### src/rtl/dmem_responder.sv
// dmem_responder: word-organised data memory behind a valid/ready request
// handshake and a valid/ready response handshake. Each accepted request
// waits LATENCY cycles, then performs its access on the edge that enters
// RESP. The response is held until the initiator consumes it.
// Optional feature macro: DMEM_RESP_ERR_CHECK_EN. When it is defined,
// misaligned or out-of-range addresses complete with resp_err_o=1 and never
// write memory. When it is undefined, addresses wrap modulo 4*DEPTH.
module dmem_responder #(
    parameter int DEPTH   = 32,
    parameter int LATENCY = 2
) (
    input  logic        clk_i,
    input  logic        rst_i,
    input  logic        req_valid_i,
    output logic        req_ready_o,
    input  logic        req_we_i,
    input  logic [31:0] req_addr_i,
    input  logic [31:0] req_wdata_i,
    output logic        resp_valid_o,
    input  logic        resp_ready_i,
    output logic [31:0] resp_rdata_o,
    output logic        resp_err_o,
    output logic        busy_o
);
    localparam int         AW    = $clog2(DEPTH);
    localparam logic [3:0] LAT_V = 4'(LATENCY);
`ifdef DMEM_RESP_ERR_CHECK_EN
    localparam logic [31:0] LIMIT = 32'(4 * DEPTH);
`endif

    typedef enum logic [1:0] {
        IDLE = 2'd0,
        WAIT = 2'd1,
        RESP = 2'd2
    } state_t;

    state_t         state_r;
    state_t         state_next_s;
    logic [3:0]     cnt_r;
    logic [3:0]     cnt_next_s;
    logic           busy_r;
    logic           accept_s;
    logic           enter_resp_s;

    // Request fields captured at acceptance.
    logic           we_r;
    logic [AW-1:0]  idx_r;
    logic           err_r;
    logic [31:0]    wdata_r;

    // Decoded view of the live request inputs.
    logic [AW-1:0]  req_idx_s;
    logic           req_err_s;

    // Fields used by the access on the edge that enters RESP.
    logic           acc_we_s;
    logic [AW-1:0]  acc_idx_s;
    logic           acc_err_s;
    logic [31:0]    acc_wdata_s;

    logic [31:0]    mem_r [DEPTH];

    logic           resp_valid_r;
    logic [31:0]    resp_rdata_r;
    logic           resp_err_r;

    // Accept only from IDLE, and never while reset is asserted.
    assign req_ready_o  = ~busy_r & ~rst_i;
    assign busy_o       = busy_r;
    assign resp_valid_o = resp_valid_r;
    assign resp_rdata_o = resp_rdata_r;
    assign resp_err_o   = resp_err_r;

`ifndef DMEM_RESP_ERR_CHECK_EN
    // Byte-offset and upper address bits are deliberately ignored (wrap).
    logic unused_addr_s;
    assign unused_addr_s = ^{req_addr_i[31:AW+2], req_addr_i[1:0]};
`endif

    // Decode the incoming address into a word index and a legality flag.
    always_comb begin
        req_idx_s = req_addr_i[AW+1:2];
`ifdef DMEM_RESP_ERR_CHECK_EN
        req_err_s = (req_addr_i[1:0] != 2'd0) || (req_addr_i >= LIMIT);
`else
        req_err_s = 1'b0;
`endif
    end

    // Next-state logic. Counter loads LATENCY on acceptance and leaves WAIT on reaching 0.
    always_comb begin
        state_next_s = state_r;
        cnt_next_s   = cnt_r;
        accept_s     = 1'b0;
        enter_resp_s = 1'b0;
        case (state_r)
            IDLE: begin
                if (req_valid_i && !rst_i) begin
                    accept_s = 1'b1;
                    if (LAT_V == 4'd0) begin
                        state_next_s = RESP;
                        enter_resp_s = 1'b1;
                    end else begin
                        state_next_s = WAIT;
                        cnt_next_s   = LAT_V;
                    end
                end else begin
                    state_next_s = IDLE;
                end
            end
            WAIT: begin
                cnt_next_s = cnt_r - 4'd1;
                if (cnt_r <= 4'd1) begin
                    state_next_s = RESP;
                    enter_resp_s = 1'b1;
                end else begin
                    state_next_s = WAIT;
                end
            end
            RESP: begin
                if (resp_ready_i) begin
                    state_next_s = IDLE;
                end else begin
                    state_next_s = RESP;
                end
            end
            default: begin
                state_next_s = IDLE;
                cnt_next_s   = 4'd0;
            end
        endcase
    end

    // A zero-latency access happens on the acceptance edge, so it uses the live inputs.
    always_comb begin
        if (state_r == IDLE) begin
            acc_we_s    = req_we_i;
            acc_idx_s   = req_idx_s;
            acc_err_s   = req_err_s;
            acc_wdata_s = req_wdata_i;
        end else begin
            acc_we_s    = we_r;
            acc_idx_s   = idx_r;
            acc_err_s   = err_r;
            acc_wdata_s = wdata_r;
        end
    end

    // State, wait counter and busy flag.
    always_ff @(posedge clk_i) begin
        if (rst_i) begin
            state_r <= IDLE;
            cnt_r   <= 4'd0;
            busy_r  <= 1'b0;
        end else begin
            state_r <= state_next_s;
            cnt_r   <= cnt_next_s;
            busy_r  <= (state_next_s != IDLE);
        end
    end

    // Capture the request on acceptance; later input changes are ignored.
    always_ff @(posedge clk_i) begin
        if (rst_i) begin
            we_r    <= 1'b0;
            idx_r   <= '0;
            err_r   <= 1'b0;
            wdata_r <= 32'd0;
        end else if (accept_s) begin
            we_r    <= req_we_i;
            idx_r   <= req_idx_s;
            err_r   <= req_err_s;
            wdata_r <= req_wdata_i;
        end
    end

    // Storage is not reset. A store commits only on a non-reset edge entering RESP.
    always_ff @(posedge clk_i) begin
        if (!rst_i && enter_resp_s && acc_we_s && !acc_err_s) begin
            mem_r[acc_idx_s] <= acc_wdata_s;
        end
    end

    // Response registers: load on entering RESP, clear on handshake or reset.
    always_ff @(posedge clk_i) begin
        if (rst_i) begin
            resp_valid_r <= 1'b0;
            resp_rdata_r <= 32'd0;
            resp_err_r   <= 1'b0;
        end else if (enter_resp_s) begin
            resp_valid_r <= 1'b1;
            resp_err_r   <= acc_err_s;
            resp_rdata_r <= (acc_we_s || acc_err_s) ? 32'd0 : mem_r[acc_idx_s];
        end else if ((state_r == RESP) && resp_ready_i) begin
            resp_valid_r <= 1'b0;
            resp_rdata_r <= 32'd0;
            resp_err_r   <= 1'b0;
        end
    end
endmodule

### config.mk
export PLATFORM = sky130hd
export DESIGN_NAME = dmem_responder
export DESIGN_NICKNAME = d
export VERILOG_FILES = /design/src/rtl/dmem_responder.sv
export SDC_FILE = /design/constraint.sdc
export NUM_CORES = 1
export LEC_CHECK = 0
export BUFFER_PORTS_ARGS = -buffer_cell sky130_fd_sc_hd__buf_2
export CORE_ASPECT_RATIO = 0.9
export CORE_MARGIN = 5
export CORE_UTILIZATION = 30
export DETAILED_ROUTE_END_ITERATION = 8
export GPL_TIMING_DRIVEN = 0
export PLACE_DENSITY = 0.41
export SYNTH_ARGS = -nofsm -noshare
export SYNTH_HDL_FRONTEND = slang
export SYNTH_SLANG_ARGS = --single-unit
### constraint.sdc
create_clock -name clk_i -period 5.04 [get_ports clk_i]
set_clock_uncertainty 0.1 [all_clocks]
set_input_delay 0.252 -clock clk_i [delete_from_list [all_inputs] [get_ports clk_i]]
set_output_delay 0.252 -clock clk_i [all_outputs]
set_load 0.01 [all_outputs]
Yosys cells after proc, flatten, opt, wreduce, memory -nomap -nowiden --
Memory sizes are Yosys's and may differ from the RTL's. Cells that the tools add are included.
Word-level totals: register bits after elaboration 79, memory bits (writable) 1024, bits of input ports 69, word-level logic and storage cells 49, memories kept 1
Cells by class: add/subtract/negate cells 1, magnitude comparators 1, eq/ne operators 3, multiplexer cells 21, bitwise logic cells 4, reduce and logical (&&, ||, !) cells 9
Memories:
- mem_r | words 32, width 32, rd ports 1, clocked after Yosys merged registers in 0, wr ports 1, RTL line 61 | logic [31:0] mem_r [DEPTH];
Operators with widths (number):
- $mux W32 | 4
- $pmux W4 S3 | 1
- $mux W1 | 11
- $pmux W2 S3 | 1
- $mux W5 | 1
- $le A4 B1 Y1 const B | 1
- $logic_and A1 B1 Y1 | 4
- $mux W2 | 2
- $mux W4 | 1
- $reduce_bool A2 Y1 | 2
- $sub A4 B1 Y4 const B | 1
- $not A1 Y1 | 3
- $eq A2 B1 Y1 const B | 1
- $eq A2 B2 Y1 const B | 1
- $logic_not A2 Y1 | 1
- $ne A2 B2 Y1 const B | 1
- $reduce_and A2 Y1 | 1
- $and A1 B1 Y1 | 1
- $logic_not A1 Y1 | 1

Depth between registers and ports, before layout --
Gate-level depths: netlist (run 1).
depth after elaboration 7, mapped depth 12, depth with buffers taken out 8

Worst setup path after synthesis (run 1) --
No wires, ideal clock.
kind register to register, start point register state_r[1], end point memory mem_r[26][0], enable pin, arrival 3.183 ns, path slack 1.335 ns, cell stages (with the launch flop) 11, clock period less this slack 3.705 ns, path through dfxtp_1 > buf_2 > o21ai_1 > nand2_2 > buf_6 > buf_4 > buf_4 > buf_2 > nor2_1 > nand2_1 > nor2_1
On the way: word-level cells in the longest chain between the ends 6, elaborated cells on any way between the ends 9, classes of those cells eq/ne: 1; mux: 5; reduce/logical: 3
RTL lines:
- from (decl) | RTL line 37 | state_t state_r;
- from (signal assigned) | RTL line 156 | state_r <= state_next_s;
- $eq A2 B1 Y1 | RTL line 96 | case (state_r)
- $mux W1 | RTL line 96
- $logic_and A1 B1 Y1 (2 in series) | RTL line 179 | if (!rst_i && enter_resp_s && acc_we_s && !acc_err_s) begin
- $mux W1 | RTL line 179
- $mux W1 (not written as such) | RTL line 180 | mem_r[acc_idx_s] <= acc_wdata_s;
- to (decl) | RTL line 61
Parallel ways exist; a longest one is shown, timed or not.

Worst setup path after layout (run 1) --
start point register state_r[1], end point register resp_rdata_r[25] (netlist: resp_rdata_o[25])
On the way: word-level cells in the longest chain between the ends 5, elaborated cells on any way between the ends 11, classes of those cells eq/ne: 2; mux: 5; reduce/logical: 3; memory: 1
RTL lines:
- $logic_not A2 Y1 | RTL line 136 | if (state_r == IDLE) begin
- $mux W5 | RTL line 136
- $mem_v2 Z32 W32
- $mux W32 | RTL line 193 | resp_rdata_r <= (acc_we_s || acc_err_s) ? 32'd0 : mem_r[acc_idx_s];
- $mux W32 | RTL line 190 | end else if (enter_resp_s) begin
- to (signal assigned) | RTL line 193
- to (decl) | RTL line 64 | logic [31:0] resp_rdata_r;
Parallel ways exist; a longest one is shown, timed or not. A chain may end at the register's enable or synchronous reset.

==> results of run 1 <==
[cells in the mapped netlist (all sizes together), types with 3 or more instances]
cell type	instances
o21ai	110
a22oi	16
nor2	174
and3	54
nor3	49
mux2i	147
a21oi	114
dfxtp	78
a311oi	3
a211oi	5
inv	9
buf	89
a2111oi	66
a41o	9
o31ai	29
a221oi	3
nand4	33
a32oi	89
or2	6
nor4	3
nor4b	3
a31oi	70
clkbuf	116
edfxtp	1024
nand3	69
o21a	4
o2111ai	13
mux2	8
nand2	628
nand2b	8
[power groups by stage]
stage / combinational (mW) / clock (mW) / sequential (mW)
3_3_place_gp: 2.85 / 0 / 10.6
6_report: 2.96 / 8.45 / 10.4
3_5_place_dp: 2.93 / 0 / 10.6
5_1_grt: 3.16 / 9.02 / 10.4
4_1_cts: 2.96 / 8.63 / 10.4
2_1_floorplan: 1.46 / 0 / 10.6
[registers in the layout, summed over array words and instances (netlist names)]
| name | count |
|---|---|
| busy_o | 1 |
| cnt_r | 4 |
| idx_r | 5 |
| mem_r | 1024 |
| resp_rdata_o | 32 |
| resp_valid_o | 1 |
| state_r | 2 |
| wdata_r | 32 |
| we_r | 1 |
[cells in the final DEF (no fill, tap or decap), types with 15 or more instances in the layout]
| cell | netlist | layout |
|---|---|---|
| a2111oi_0 | 55 | 55 |
| a21oi_1 | 113 | 113 |
| a22oi_1 | 16 | 16 |
| a31oi_1 | 70 | 70 |
| a32oi_1 | 89 | 89 |
| and3_1 | 54 | 54 |
| buf_1 | 15 | 15 |
| buf_12 | 1 | 29 |
| buf_16 | 0 | 17 |
| buf_2 | 43 | 119 |
| buf_4 | 21 | 21 |
| clkbuf_1 | 115 | 164 |
| clkbuf_16 | 0 | 121 |
| clkinv_1 | 0 | 18 |
| clkinv_2 | 0 | 15 |
| dfxtp_1 | 78 | 78 |
| dlygate4sd3_1 | 0 | 45 |
| edfxtp_1 | 1024 | 1024 |
| mux2i_1 | 147 | 147 |
| nand2_1 | 626 | 613 |
| nand2_2 | 2 | 15 |
| nand3_1 | 69 | 69 |
| nand4_1 | 33 | 33 |
| nor2_1 | 172 | 140 |
| nor2_4 | 1 | 33 |
| nor3_1 | 46 | 46 |
| o21ai_0 | 107 | 107 |
| o31ai_1 | 29 | 29 |
[metrics by stage]
stage	total power, mW	cells	hold WS [ns]
2_1_floorplan	12.06	3061	0.2880
3_3_place_gp	13.50	5012	0.3374
3_5_place_dp	13.56	5054	0.3408
4_1_cts	22.03	5323	0.1648
5_1_grt	22.62	5327	0.2017
6_report	21.84	5328	0.2246
[routing by layer]
metal	GRT usage	wire length [um]	share of wire
met1	0.2860	70950	0.47
met2	0.2990	67150	0.45
met3	0.03034	7569	0.051
met4	0.04767	3860	0.026
met5	0	0	0
[path summary, 6_finish.rpt]
path                                          to        startpoint  cells past startpoint  slack [ns]
worst max-delay path            resp_rdata_o[25]        state_r[1]                      9        0.41
worst min-delay path                 wdata_r[12]   req_wdata_i[12]                      4        0.22
worst max register to register  resp_rdata_o[25]        state_r[1]                      9        0.41
worst min register to register  resp_rdata_o[14]  resp_rdata_o[14]                      2        0.35
[logic make-up after synthesis]
group | after synthesis | share of synthesized area
XOR/XNOR | 2 | 0.0004064
multiplexers | 157 | 0.03726
AO/OA/AOI/OAI | 547 | 0.08689
AND/OR/NAND/NOR | 1036 | 0.1017
adder cells (fa/ha/maj) | 2 | 0.0005803
other | 1 | 0.00008698
flip-flops | 1102 | 0.7494
buffers and inverters | 214 | 0.02368
[cell type report]
class	instances	area, um2
flip-flops and latches	1102	32310
fillers	13845	92070
repair buffers	166	1859
inverters	9	33.78
clock buffers	179	3336
well taps	1876	2347
multi-input cells	1745	10060
clock inverters	45	351.6
diodes	1	2.502
plain buffers	205	987.2
[critical path: stages (launching register included)]
cell and delay [ns]:
dfxtp_1 0.31, or2_0 0.20, buf_2 0.19, buf_2 0.22
o21ai_1 1.07, clkbuf_1 0.83, clkbuf_1 0.56, o21ai_0 0.18
a31oi_1 0.62, o31ai_1 0.16
==> summary.txt, run 1 <==
Power
  • Cell-internal power: between 15 and 20 mW
  • Clock power share: 0.387
  • Max IR drop VDD: roughly 300 uV
  • Sequential Power Share: 0.478
  • Psw: around 6 mW
  • Pwr dens: about 430 mW/mm2
  • Combinational Power Share: 0.135
  • Sw frac: 0.2726
  • P_leak: about 17 nW

Critical path
  • Crit end category: flop
  • Crit path arrival time: between 5 and 6 ns
  • Setup CP Type: flop to flop
  • Largest fanout on the critical path: 10
  • Startpoint types: flop
  • Data required time at the worst endpoint: roughly 5.5 ns

Die
  • Row Count: 132
  • Die outline width: between 400 and 500 um
  • DIE AREA: around 0.15 mm2
  • Top-Level Pins: roughly 110
  • Core area: roughly 0.14 mm2
  • Chip Height: about 370 um
  • Initial Utilization: 0.3008

Synth
  • Post-Syn Instances: about 3,000
  • Number of synthesized flops with an enable pin: approximately 1,000
  • Post-synthesis cell area: 0.04312 mm2
  • Ys flop type: edfxtp_1
  • Largest cells by area after synthesis: edfxtp_1 (71%), nand2_1 (5.4%), dfxtp_1 (3.6%)
  • Syn_area_per_cell: 14.09 um2
  • Synth cell types: 67
  • Asr flop ratio synth: 0
  • Warnings from Yosys: 0
  • Top cell type by total area after synthesis: edfxtp_1
  • Seq/Total Area, Yosys: 0.7494
  • Post-Syn Nets: 3,132
  • Post-synth top area share: 0.7132
  • #FFs+latches synth: roughly 1,100

Min path
  • Hold Path Class: input port to flop

Timing
  • Setup TNS Final: 0 ns
  • Final hold viol count: 0
  • RSZ-0062 raised after global routing: no
  • F_max: 216.1 MHz
  • Slew Viols, Final: 0
  • Worst Tran Pin Value: 1.401 ns
  • Final worst-path setup slack: between 0.4 and 0.5 ns
  • Final setup viols: 0
  • Period utilization: 0.9180
  • Minimum clock period: between 4 and 5 ns
  • Worst slew margin: 0.06398

Drt
  • Vias per cell: between 5 and 6
  • Drt first-iter violations: 2,320
  • Wire per inst: around 28 um
  • Final WL: ~150,000 um
  • First-pass DRT Iterations: 5
  • ANT nets after route: 0
  • Vias: 27,559
  • DRC Markers: 0

Clock tree
  • Clk buf depth: 3
  • Depth of the CTS H-tree: 3
  • Post-cts resize count: 0
  • Clk Latency, worst-skew pair: between 0.7 and 0.8 ns
  • Post-CTS Hold Fix Bufs: between 40 and 50
  • CTS Buf Count: around 120
  • Post-CTS Setup Inserts: 0
  • Clk slew on worst S/H paths: 0.06 ns
  • Root Buffer: clkbuf_16
  • CTS tree: done
  • Clock Sinks: between 1,000 and 1,500

Global route
  • Vias in the first global route: approximately 27,000
  • Wire length of the first global-routing pass: between 200,000 and 250,000 um
  • Largest net degree at the start of global routing: 33
  • Remaining Overflow, GRT: 0
  • All-Layer GR Usage: 0.1936
  • Antenna violations before repair: 4

Run status
  • Status: finished clean

Place
  • Placed Instance Area: between 0.04 and 0.05 mm2
  • Number of port buffers: 75
  • Place WS: about 0.43 ns
  • HPWL Detailed: 100,800 um
  • Gpl congestion: 0.7963

Finish
  • Final core utilization: 0.3577
  • Layout area overhead: 18.95%
  • Share of layout cells above drive strength 1: 0.1234
  • Nets: between 3,000 and 4,000
  • Finished Cell Area: 0.05128 mm2

Job
  • Max-cap viol count: 0
(Power assumes the default switching activity.)
==> run 2: changes to the inputs <==
- CORE_UTILIZATION: 30 -> 45
- PLACE_DENSITY: 0.41 -> not set
==> run 2 against run 1 <==
  * Combinational power is 7.1% lower
  * Die area down 33%
  * Critical endpoint is now mem_r[20][20]
  * Highest routed layer is now met5
  * Critical path depth unchanged
  * Sequential power about the same
  * Largest power group unchanged
==> summary.txt, run 2 (synthesis results as in run 1) <==
Run status
  • Status: finished clean

Critical path
  • Largest fanout on the critical path: 19 (+9)
  • Setup CP Type: flop to flop
  • Crit path arrival time: 4.78 ns (-0.32 ns)
  • Crit end category: flop
  • Data required time at the worst endpoint: 5.34 ns (-0.17 ns)
  • Startpoint types: flop

Clock tree
  • Root Buffer: clkbuf_16
  • Clk Latency, worst-skew pair: 0.70 ns (-0.02 ns)
  • CTS tree: done
  • Post-CTS Setup Inserts: 0 (unchanged)
  • Clock Sinks: 1,102 (unchanged)
  • CTS Buf Count: 108 (-9.2%)
  • Clk slew on worst S/H paths: 0.07 ns (about the same)
  • Clk buf depth: 3 (unchanged)
  • Depth of the CTS H-tree: 3 (unchanged)

Finish
  • # fillers: 7,616 (-45%)
  • Share of layout cells above drive strength 1: 0.1226 (-0.0008562)
  • Top reg by flops: mem_r
  • Layout area overhead: 16.84%
  • Nets: 3,395 (-0.70%)
  • Max FFs per register: 1,024 (unchanged)
  • Most common cell after layout, fill and taps aside: edfxtp_1
  • Fin cells: 4,671 (-12%)
  • # diodes: 0 (-1)
  • Finished Cell Area: 0.05038 mm2 (-1.8%)
  • Most frequent cells in the layout: edfxtp_1 (1,024), nand2_1 (623), mux2i_1 (147)

Timing
  • Minimum clock period: 4.479 ns (-0.1476 ns)
  • Final hold viol count: 0 (unchanged)
  • F_max: 223.3 MHz (+3.3%)
  • Final worst-path setup slack: 0.5607 ns (+0.1476 ns)
  • RSZ-0062 raised after global routing: no
  • Worst slew margin: 0.08519 (+0.02120)
  • Final setup viols: 0 (unchanged)
  • Hold_ws: 0.2609 ns (+0.03631 ns)
  • Slew Viols, Final: 0 (unchanged)
  • Period utilization: 0.8887 (-0.02929)
  • Worst Tran Pin Value: 1.369 ns (-0.03173 ns)

Place
  • Place WS: 0.6625 ns (+0.2339 ns)
  • Placed Instance Area: 0.04616 mm2 (-1.8%)
  • Gpl congestion: 0.8783 (+10%)
  • HPWL Detailed: 87,950 um (-13%)
  • Placed cell count: 4,422 (-13%)
  • Number of port buffers: 75 (unchanged)

Die
  • Initial Utilization: 0.4542 (+0.1535)
  • DIE AREA: 0.1021 mm2 (-33%)
  • Chip Height: 303.7 um (-18%)
  • Row Count: 107 (-19%)
  • Top-Level Pins: 105 (unchanged)
  • Core area: 0.09492 mm2 (-34%)
  • Die outline width: 336.3 um (-18%)

Drt
  • First-pass DRT Iterations: 7 (+2)
  • ANT nets after route: 0 (unchanged)
  • DRC Markers: 0 (unchanged)
  • Final WL: 129,700 um (-13%)
  • Vias: 28,416 (+3.1%)
  • Drt first-iter violations: 3,548 (+53%)
  • Vias per cell: 6.083 (+18%)
  • Wire per inst: 27.77 um (-1.0%)

Job
  • Max-cap viol count: 0 (unchanged)

Min path
  • Hold Path Class: input port to flop

Global route
  • Vias in the first global route: 27,509 (+2.8%)
  • Remaining Overflow, GRT: 0 (unchanged)
  • Antenna violations before repair: 7 (+3)
  • Wire length of the first global-routing pass: 187,500 um (-11%)
  • Largest net degree at the start of global routing: 33 (unchanged)
  • All-Layer GR Usage: 0.2492 (+0.05559)

Power
  • Pwr dens: 428.7 mW/mm2 (+0.65%)
  • Pwr Total: 21.60 mW (-1.1%)
  • P_leak: 16.61 nW (-0.28%)
  • Max IR drop VDD: 327.7 uV (+11%)
[run 2: final cells by class]
cell class / instances / area, um2 / area share
Sequential cell: 1102 / 32310 / 0.6414
Multi-Input combinational cell: 1745 / 10040 / 0.1992
Clock buffer: 144 / 2979 / 0.05914
Timing Repair Buffer: 153 / 1734 / 0.03442
Tap cell: 1253 / 1568 / 0.03112
Buffer: 205 / 987.2 / 0.01960
Clock inverter: 60 / 725.7 / 0.01441
Inverter: 9 / 33.78 / 0.0006706
[run 2: worst max-delay path: stages, from the launching register on]
cell     delay [ns]
dfxtp_1        0.32
buf_2          0.18
buf_2          0.20
o21a_1         0.23
a21oi_2        0.59
buf_2          0.41
buf_2          0.36
nand2_1        0.56
nor2_4         0.95
buf_16         0.24
[run 2: metal layers]
layer	vias up	wire length [um]	global-route usage
li1	12207	-	-
met1	14381	53850	0.3622
met2	1569	59220	0.3870
met3	257	11930	0.04145
met4	2	4722	0.08132
met5	-	13	0
[run 2: path summary, 6_finish.rpt]
path	from	to	slack (ns)	depth (start not counted)
setup reg to reg	state_r[1]	mem_r[20][20]	0.56	9
hold / removal	req_wdata_i[10]	wdata_r[10]	0.26	4
hold reg to reg	wdata_r[26]	wdata_r[26]	0.36	2
setup / recovery	state_r[1]	mem_r[20][20]	0.56	9
[run 2: stage by stage]
stage	TNS (ns)	util
2_1_floorplan	0	-
3_3_place_gp	-648.69	0.4747
3_5_place_dp	0	0.4863
4_1_cts	0	0.5298
5_1_grt	0	0.5307
6_report	0	0.5307
[run 2: what timing repair did]
action | in CTS | in global routing
hold endpoints to repair | 48 | 0
gates resized for setup | 0 | 0
hold buffers | 42 | 0
[run 2: report_power, final]
| group | leakage (nW) | switching (mW) | internal, mW | total [mW] |
|---|---|---|---|---|
| logic | 4.89 | 2.07 | 0.677 | 2.75 |
| registers | 9.91 | 0.0604 | 10.4 | 10.4 |
| clock network | 1.81 | 3.52 | 4.89 | 8.41 |
